**src/rtl/line_draw_scheduler.sv**
```systemverilog
// line_draw_scheduler
//   Queues line commands from a requester and sequences a Bresenham line
//   drawer: loads each command's endpoints into the drawer, gates the drawer's
//   per-cycle pixel into framebuffer write strobes for exactly the pixels of
//   the line, and pulses cmd_done once per finished command.
//
//   Build option: define LD_SCHED_CLEAR_EN to turn cmd_clear=1 commands into a
//   full-screen clear (HEIGHT rows of WIDTH pixels). Without it cmd_clear is
//   ignored (stored as 0) and no row-counter logic exists.
//
// Ports
//   clk, reset_n                 clock, synchronous active-low reset
//   cmd_valid/cmd_ready          command handshake (transfer on valid&&ready)
//   cmd_x0..cmd_y1, cmd_color    line endpoints and colour
//   cmd_clear                    clear-screen request (see build option)
//   ld_reset, ld_x0..ld_y1       drawer load strobe and endpoints
//   ld_x, ld_y                   drawer's current pixel
//   pix_we, pix_x, pix_y         framebuffer write strobe and address
//   pix_color                    colour of the active command
//   cmd_done                     one-cycle pulse after a command's last pixel
//   busy                         FSM not idle or queue non-empty
module line_draw_scheduler #(
    parameter int FIFO_DEPTH = 4,
    parameter int WIDTH      = 640,
    parameter int HEIGHT     = 480
) (
    input  logic        clk,
    input  logic        reset_n,
    input  logic        cmd_valid,
    output logic        cmd_ready,
    input  logic [10:0] cmd_x0,
    input  logic [10:0] cmd_y0,
    input  logic [10:0] cmd_x1,
    input  logic [10:0] cmd_y1,
    input  logic        cmd_color,
    input  logic        cmd_clear,
    output logic        ld_reset,
    output logic [10:0] ld_x0,
    output logic [10:0] ld_y0,
    output logic [10:0] ld_x1,
    output logic [10:0] ld_y1,
    input  logic [10:0] ld_x,
    input  logic [10:0] ld_y,
    output logic        pix_we,
    output logic [10:0] pix_x,
    output logic [10:0] pix_y,
    output logic        pix_color,
    output logic        cmd_done,
    output logic        busy
);
    localparam int AW = $clog2(FIFO_DEPTH);
    localparam int EW = 46;
    localparam logic [AW:0] PTR_ONE = {{AW{1'b0}}, 1'b1};

    localparam logic [1:0] ST_IDLE = 2'd0;
    localparam logic [1:0] ST_LOAD = 2'd1;
    localparam logic [1:0] ST_DRAW = 2'd2;
    localparam logic [1:0] ST_DONE = 2'd3;

    logic [1:0]    state_reg;
    logic [EW-1:0] fifo_mem [FIFO_DEPTH];
    logic [AW:0]   wr_ptr_reg;
    logic [AW:0]   rd_ptr_reg;
    logic          fifo_empty;
    logic          fifo_full;
    logic          push;
    logic          pop;
    logic [EW-1:0] push_entry;
    logic [10:0]   head_x0, head_y0, head_x1, head_y1;
    logic          head_color;
    logic          head_clear;
    logic [10:0]   x0_reg, y0_reg, x1_reg, y1_reg;
    logic          color_reg;
    logic [10:0]   remaining_reg;
    logic [10:0]   span;
    logic          last_row;

    function automatic logic [10:0] abs_diff(input logic [10:0] a, input logic [10:0] b);
        return (a >= b) ? (a - b) : (b - a);
    endfunction

    // Queue: extra pointer bit distinguishes full from empty.
    assign fifo_empty = (wr_ptr_reg == rd_ptr_reg);
    assign fifo_full  = (wr_ptr_reg[AW] != rd_ptr_reg[AW]) &&
                        (wr_ptr_reg[AW-1:0] == rd_ptr_reg[AW-1:0]);
    assign pop        = ((state_reg == ST_IDLE) || (state_reg == ST_DONE)) && !fifo_empty;
    // A pop in the same cycle frees the head slot, so a full queue still accepts.
    assign cmd_ready  = !fifo_full || pop;
    assign push       = cmd_valid && cmd_ready;

`ifdef LD_SCHED_CLEAR_EN
    localparam logic [10:0] X_LAST   = 11'(WIDTH - 1);
    localparam logic [10:0] ROW_LAST = 11'(HEIGHT - 1);
    logic        clear_reg;
    logic [10:0] row_reg;

    assign push_entry = {cmd_x0, cmd_y0, cmd_x1, cmd_y1, cmd_color, cmd_clear};
    assign last_row   = !clear_reg || (row_reg == ROW_LAST);
`else
    logic unused_clear;

    assign push_entry   = {cmd_x0, cmd_y0, cmd_x1, cmd_y1, cmd_color, 1'b0};
    assign last_row     = 1'b1;
    assign unused_clear = cmd_clear ^ head_clear;
`endif

    assign {head_x0, head_y0, head_x1, head_y1, head_color, head_clear} =
        fifo_mem[rd_ptr_reg[AW-1:0]];

    always_ff @(posedge clk) begin
        if (push) begin
            fifo_mem[wr_ptr_reg[AW-1:0]] <= push_entry;
        end
    end

    always_ff @(posedge clk) begin
        if (!reset_n) begin
            wr_ptr_reg <= '0;
            rd_ptr_reg <= '0;
        end else begin
            if (push) wr_ptr_reg <= wr_ptr_reg + PTR_ONE;
            if (pop)  rd_ptr_reg <= rd_ptr_reg + PTR_ONE;
        end
    end

    // Pixel count minus one; DRAW counts it down to zero.
    assign span = (abs_diff(x1_reg, x0_reg) > abs_diff(y1_reg, y0_reg)) ?
                  abs_diff(x1_reg, x0_reg) : abs_diff(y1_reg, y0_reg);

    always_ff @(posedge clk) begin
        if (!reset_n) begin
            state_reg     <= ST_IDLE;
            x0_reg        <= '0;
            y0_reg        <= '0;
            x1_reg        <= '0;
            y1_reg        <= '0;
            color_reg     <= 1'b0;
            remaining_reg <= '0;
`ifdef LD_SCHED_CLEAR_EN
            clear_reg     <= 1'b0;
            row_reg       <= '0;
`endif
        end else begin
            case (state_reg)
                ST_IDLE, ST_DONE: begin
                    if (pop) begin
                        color_reg <= head_color;
`ifdef LD_SCHED_CLEAR_EN
                        clear_reg <= head_clear;
                        row_reg   <= '0;
                        if (head_clear) begin
                            x0_reg <= '0;
                            y0_reg <= '0;
                            x1_reg <= X_LAST;
                            y1_reg <= '0;
                        end else begin
                            x0_reg <= head_x0;
                            y0_reg <= head_y0;
                            x1_reg <= head_x1;
                            y1_reg <= head_y1;
                        end
`else
                        x0_reg <= head_x0;
                        y0_reg <= head_y0;
                        x1_reg <= head_x1;
                        y1_reg <= head_y1;
`endif
                        state_reg <= ST_LOAD;
                    end else begin
                        state_reg <= ST_IDLE;
                    end
                end
                ST_LOAD: begin
                    remaining_reg <= span;
                    state_reg     <= ST_DRAW;
                end
                ST_DRAW: begin
                    if (remaining_reg == 11'd0) begin
                        if (last_row) begin
                            state_reg <= ST_DONE;
                        end else begin
`ifdef LD_SCHED_CLEAR_EN
                            // Next clear row goes straight to its own LOAD.
                            row_reg <= row_reg + 11'd1;
                            y0_reg  <= row_reg + 11'd1;
                            y1_reg  <= row_reg + 11'd1;
`endif
                            state_reg <= ST_LOAD;
                        end
                    end else begin
                        remaining_reg <= remaining_reg - 11'd1;
                    end
                end
                default: state_reg <= ST_IDLE;
            endcase
        end
    end

    assign ld_reset  = (state_reg == ST_LOAD);
    assign ld_x0     = x0_reg;
    assign ld_y0     = y0_reg;
    assign ld_x1     = x1_reg;
    assign ld_y1     = y1_reg;
    assign pix_we    = (state_reg == ST_DRAW);
    assign pix_x     = ld_x;
    assign pix_y     = ld_y;
    assign pix_color = color_reg;
    assign cmd_done  = (state_reg == ST_DONE);
    assign busy      = (state_reg != ST_IDLE) || !fifo_empty;

endmodule

```
**config.mk**
```make
export PLATFORM = sky130hd
export DESIGN_NAME = line_draw_scheduler
export DESIGN_NICKNAME = d
export VERILOG_FILES = /design/src/rtl/line_draw_scheduler.sv
export SDC_FILE = /design/constraint.sdc
export NUM_CORES = 1
export LEC_CHECK = 0
export CORE_MARGIN = 2
export CORE_UTILIZATION = 57
export CTS_BUF_LIST = sky130_fd_sc_hd__clkbuf_8
export DETAILED_ROUTE_END_ITERATION = 8
export GPL_TIMING_DRIVEN = 0
export PLACE_DENSITY = 0.88
export SYNTH_ARGS = -nofsm -noshare
export SYNTH_HDL_FRONTEND = slang
export SYNTH_SLANG_ARGS = --single-unit
```
**constraint.sdc**
```tcl
create_clock -name clk -period 9.9 [get_ports clk]
set_input_delay 1.485 -clock clk [delete_from_list [all_inputs] [get_ports clk]]
set_output_delay 1.485 -clock clk [all_outputs]
set_load 0.03 [all_outputs]
```
==> impl_metrics.csv, run 1 <==
group,metric,value,unit
die,rows,52,
synth,ys.flop_type,"edfxtp_1",
synth,synth_warnings,0,
critical_path,critical_path_required,10.36,ns
placement,routabilityCongestion,0.960,
critical_path,arrival,5.30,ns
detailed_routing,drtIter0Drc,574,
synth,synth_edf_count,180,
cts,cts_buffers,38,
timing,tightest_slew,0.805,ns
hold_path,hold_depth,2,
hold_path,hold_start,"ld_x0[6]$_SDFFE_PN0P_",
hold_path,hold_class,"reg2reg",
synth,synth.cell_area,11800,um^2
die,initial_core_util,58.2,%
timing,period_minus_slack,4.85,ns
cts,clkTransAtPathRegs,0.06,ns
die,coreArea,20200,um^2
placement,numPortBuffers,119,
cts,clock_latency,0.55,ns
detailed_routing,drt_first_pass_iters,5,
timing,slew_viol_final,0,
timing,fin_crit_sh,48.9,%
cells_and_area,final_layout_size_suffix_gt1_share,13.2,%
cells_and_area,area_growth_syn_to_layout,19.6,%
timing,grt_setup_unrepaired,"false",
placement,post-dp-hpwl,19.8,mm
critical_path,r2r_cells,18,
timing,hold_viol,0,
global_routing,grt.total_usage,25.1,%
critical_path,worstSetupPathType,"reg2reg",
synth,ys_seq_elements,244,
detailed_routing,drt_wl_total,26.7,mm
critical_path,reg2reg_to,"remaining_reg[8]$_SDFFE_PN0P_",
timing,max_slew_margin,46.4,%
cts,clock_sink_count,244,
detailed_routing,drt.antenna.violating_nets,0,
cells_and_area,nets,1234,
detailed_routing,route.vias.total,7946,
global_routing,grt_max_degree,38,
synth,syn_avg_cell_area,12.6,um^2
cts,cts_tree,"built",
cts,cts_root_buf,"clkbuf_8",
critical_path,ff2ff_setup_slack,5.05,ns
cts,holdBufCountCts,0,
synth,synthArstFlopShare,0,%
cts,post_cts_resized,0,
cts,cts_setup_buffers,0,
placement,dpl_worst_slack,5.20,ns
critical_path,r2r-start,"ld_y0[4]$_SDFFE_PN0P_",
detailed_routing,vias_per_cell,5.70,
run,cap_viol_max_count,0,
global_routing,grt_pass1_vias,8007,
die,die_y,148,um
timing,finalSetupTns,0,ns
timing,clock_skew,0.0207,ns
detailed_routing,drc_errors,0,
timing,fmax,0.206,GHz
critical_path,cp-start-kind,"flip-flop",
outcome,status,"finished clean",
timing,finalSetupViolations,0,
cts,htree_levels,2,
cts,clock_path_buffers,3,
die,die_area,21800,um^2
die,num_io_pins,143,
die,die_width,148,um
critical_path,path_max_fanout,7,
hold_path,hold_end,"ld_x0[6]$_SDFFE_PN0P_",
cells_and_area,final_common_cell,"edfxtp_1",
global_routing,grt_pass1_wl,42.3,mm
synth,synthCells,933,
global_routing,grt_overflow_total,0,
timing,fin_ws,5.05,ns
critical_path,cp-end-kind,"flip-flop",
cells_and_area,largest_register_ffs,180,
synth,postSynthNetCount,1071,
detailed_routing,wl_per_cell,19.1,um
synth,synth_cell_types,72,
global_routing,antenna_found_initial,0,
cells_and_area,mostFrequentLayoutCells,"180 x edfxtp_1, 120 x nand2_1, 119 x clkdlybuf4s50_1",
synth,ys_seq_area_share,56.8,%
cells_and_area,diodes,0,
cells by family after synthesis:
| kind of cell | Yosys count | synth area share [%] |
|---|---|---|
| AO/OA/AOI/OAI | 191 | 10.2 |
| buffers and inverters | 128 | 5.12 |
| XOR/XNOR | 22 | 1.64 |
| flip-flops | 244 | 56.8 |
| adder cells (fa/ha/maj) | 67 | 7.37 |
| AND/OR/NAND/NOR | 214 | 8.42 |
| multiplexers | 67 | 10.5 |
metal layers:
layer	GRT usage [%]	part of all wire (%)	vias up
li1	-	-	3749
met2	42.4	50	313
met5	0	0	-
met1	31.4	40	3823
met4	11.0	4.0	0
met3	5.31	6.9	61
through the flow:
| stage | hold WS (ns) | std cells | instance area, um^2 | util (%) |
|---|---|---|---|---|
| finish | 0.493 | 1395 | 14100 | 69.6 |
| global route | 0.536 | 1395 | 14100 | 69.6 |
| CTS | 0.498 | 1395 | 14100 | 69.6 |
| detailed placement | 0.489 | 1326 | 13400 | 66.2 |
| global placement | 0.470 | 1322 | 13300 | 65.8 |
| floorplan | 0.485 | 933 | 11800 | - |
area by class of cell:
cell class,count,area [um^2]
Fill cell,1379,6150
Clock buffer,38,523
Sequential cell,244,6690
Tap cell,270,338
Clock inverter,31,170
Buffer,63,359
Multi-Input combinational cell,561,4490
Inverter,65,244
Timing Repair Buffer,123,1270
how the worst max path moves through the flow:
stage               slack, ns  cells past startpoint                       endpoint                   from
floorplan                5.49                     17  remaining_reg[8]$_SDFFE_PN0P_  ld_x0[1]$_SDFFE_PN0P_
CTS                      5.12                     17  remaining_reg[8]$_SDFFE_PN0P_  ld_x0[1]$_SDFFE_PN0P_
global route             4.71                     19  remaining_reg[8]$_SDFFE_PN0P_  ld_y0[4]$_SDFFE_PN0P_
finish                   5.05                     18  remaining_reg[8]$_SDFFE_PN0P_  ld_y0[4]$_SDFFE_PN0P_
global placement         5.24                     19  remaining_reg[7]$_SDFFE_PN0P_  ld_y0[4]$_SDFFE_PN0P_
detailed placement       5.20                     19  remaining_reg[7]$_SDFFE_PN0P_  ld_y0[4]$_SDFFE_PN0P_
worst max-delay path, cell delays in order (launching register included):
cell and delay [ns]:
dfxtp_1 0.51, inv_1 0.08, ha_1 0.28, buf_2 0.16, and4_1 0.30, nor4b_2 0.32, o22ai_2 0.16, o21ai_1 0.32
mux2i_1 0.28, xor2_1 0.28, inv_1 0.08, ha_1 0.30, nand4_1 0.12, a21oi_1 0.14, a211oi_1 0.07, o21ai_1 0.40
nand2_1 0.31, or4_1 0.46, a31oi_1 0.19
Yosys cell counts, types with 6 or more instances:
master	count	area, um^2
edfxtp_1	180	5410
nand2_1	120	450
a21oi_1	82	410
dfxtp_1	64	1280
inv_1	64	240
ha_1	63	788
mux4_2	45	1010
nor2_1	31	116
o21ai_0	26	130
clkbuf_1	23	86.3
buf_4	22	165
a21o_1	20	150
mux2i_1	20	200
buf_2	13	65.1
xnor2_1	12	105
xor2_1	10	87.6
nor3_1	9	45.0
a31oi_1	8	50.1
or3_1	8	50.1
and3_1	7	43.8
o21a_1	7	52.6
nor2b_1	6	37.5
o21ai_1	6	30.0
Power of run 1 is not shown: default switching activity piles up to over one toggle a cycle in this logic, so the estimate is an artifact.
==> inputs of run 2 (changes only) <==
--- a/config.mk
+++ b/config.mk
@@ -6,11 +6,11 @@
 export NUM_CORES = 1
 export LEC_CHECK = 0
 export CORE_MARGIN = 2
-export CORE_UTILIZATION = 57
+export CORE_UTILIZATION = 52
 export CTS_BUF_LIST = sky130_fd_sc_hd__clkbuf_8
 export DETAILED_ROUTE_END_ITERATION = 8
 export GPL_TIMING_DRIVEN = 0
-export PLACE_DENSITY = 0.88
+export PLACE_DENSITY = 0.85
 export SYNTH_ARGS = -nofsm -noshare
 export SYNTH_HDL_FRONTEND = slang
 export SYNTH_SLANG_ARGS = --single-unit
==> constraint.sdc (replaced) <==
create_clock -name clk -period 4.29 [get_ports clk]
set_input_delay 0.6435 -clock clk [delete_from_list [all_inputs] [get_ports clk]]
set_output_delay 0.6435 -clock clk [all_outputs]
set_load 0.03 [all_outputs]
==> impl_metrics.csv, run 2 (same netlist as run 1, synthesis figures left out) <==
group,metric,value,unit
cts,clock_sink_count,244,
global_routing,grt_pass1_wl,42.6,mm
hold_path,hold_start,"ld_x0[5]$_SDFFE_PN0P_",
global_routing,grt_max_degree,37,
cells_and_area,area_growth_syn_to_layout,22.6,%
detailed_routing,vias_per_cell,5.77,
critical_path,crit_start,"ld_x1[8]$_SDFFE_PN0P_",
timing,slew_viol_final,0,
detailed_routing,drt.antenna.violating_nets,0,
global_routing,grt.total_usage,23.0,%
timing,tightest_slew,0.757,ns
timing,clock_skew,0.0267,ns
detailed_routing,route.vias.total,8223,
cts,htree_levels,2,
placement,numPortBuffers,119,
detailed_routing,drc_errors,0,
placement,post-dp-hpwl,19.7,mm
cts,clkTransAtPathRegs,0.06,ns
die,die_y,155,um
cts,clock_latency,0.55,ns
detailed_routing,drtIter0Drc,705,
critical_path,r2r-start,"ld_x1[8]$_SDFFE_PN0P_",
global_routing,grt_pass1_vias,8012,
cts,cts_buffers,40,
critical_path,path_max_fanout,10,
timing,fin_crit_sh,96.8,%
critical_path,worstSetupPathType,"reg2reg",
cells_and_area,largest_register_ffs,180,
critical_path,cp-start-kind,"flip-flop",
die,die_width,155,um
timing,hold_slack,0.489,ns
critical_path,critical_path_required,4.70,ns
cells_and_area,final_common_cell,"edfxtp_1",
timing,fin_ws,0.136,ns
placement,routabilityCongestion,0.917,
die,num_io_pins,143,
hold_path,hold_class,"reg2reg",
cells_and_area,final_layout_size_suffix_gt1_share,17.8,%
cts,cts_root_buf,"clkbuf_8",
detailed_routing,drt_first_pass_iters,5,
global_routing,grt_overflow_total,0,
timing,period_minus_slack,4.15,ns
timing,finalSetupViolations,0,
cells_and_area,diodes,0,
timing,max_slew_margin,49.5,%
run,cap_viol_max_count,0,
detailed_routing,drt_wl_total,28.1,mm
global_routing,antenna_found_initial,0,
critical_path,arrival,4.56,ns
cts,holdBufCountCts,0,
placement,dpl_worst_slack,-0.247,ns
timing,hold_viol,0,
cells_and_area,nets,1247,
outcome,status,"finished clean",
die,initial_core_util,52.5,%
cts,cts_tree,"built",
critical_path,cp-end-kind,"flip-flop",
die,coreArea,22400,um^2
cells_and_area,final_util,64.4,%
detailed_routing,wl_per_cell,19.7,um
timing,fmax,0.241,GHz
die,rows,55,
cells_and_area,final_area,14400,um^2
cells_and_area,mostFrequentLayoutCells,"180 x edfxtp_1, 119 x nand2_1, 119 x clkdlybuf4s50_1",
placement,dpl_cell_area,13400,um^2
die,die_area,23900,um^2
timing,grt_setup_unrepaired,"true",
cts,clock_path_buffers,3,
-- run 2: changes by cell type in the layout (fill, tap and decap cells not counted), sizes merged --
| cell | change |
|---|---|
| clkinvlp | +1 |
| clkbuf | +6 |
| bufinv | +1 |
| buf | +10 |
| inv | -1 |
| clkinv | -1 |
-- run 2: through the flow --
step,TNS (ns),instances
after global placement,-1.14,1337
after detailed placement,-1.41,1341
after CTS,0,1418
after floorplan,0,933
after global routing,-0.0148,1426
final,0,1426
-- run 2: metal layers --
metal	GRT usage, %	share of wire, %
met1	28.4	39
met2	39.0	50
met3	3.98	7.0
met5	0	0
met4	11.9	4.7
-- run 2: cell type report --
| type | instances | area, um^2 |
|---|---|---|
| Buffer | 62 | 369 |
| Clock buffer | 43 | 592 |
| Clock inverter | 31 | 201 |
| Fill cell | 1593 | 7990 |
| Inverter | 65 | 244 |
| Multi-Input combinational cell | 561 | 4600 |
| Sequential cell | 244 | 6710 |
| Tap cell | 285 | 357 |
| Timing Repair Buffer | 135 | 1370 |
-- run 2: final timing paths --
kind | to | slack [ns] | depth (start not counted)
setup / recovery | remaining_reg[1]$_SDFFE_PN0P_ | 0.14 | 18
hold / removal | ld_x0[5]$_SDFFE_PN0P_ | 0.49 | 2
setup reg to reg | remaining_reg[1]$_SDFFE_PN0P_ | 0.14 | 18
hold reg to reg | ld_x0[5]$_SDFFE_PN0P_ | 0.49 | 2
-- run 2: timing repair --
action | in CTS | in global routing
endpoints found under the setup margin | 9 | 10
setup buffers | 4 | 8
resized for setup | 10 | 36
pin swaps | 2 | 7
-- run 2: worst max-delay path, stage by stage (launching register included) --
cell	delay [ns]
dfxtp_1	0.42
ha_1	0.27
buf_6	0.12
a21o_1	0.19
a211o_1	0.32
nor2_4	0.12
o22a_4	0.15
buf_12	0.13
mux2i_1	0.21
xor2_1	0.38
ha_1	0.32
a21o_1	0.16
a21o_1	0.18
a211oi_1	0.28
o21ai_2	0.14
buf_4	0.16
a21bo_2	0.18
a31oi_1	0.18
a21oi_1	0.08
Power of run 2 is left out for the same reason.
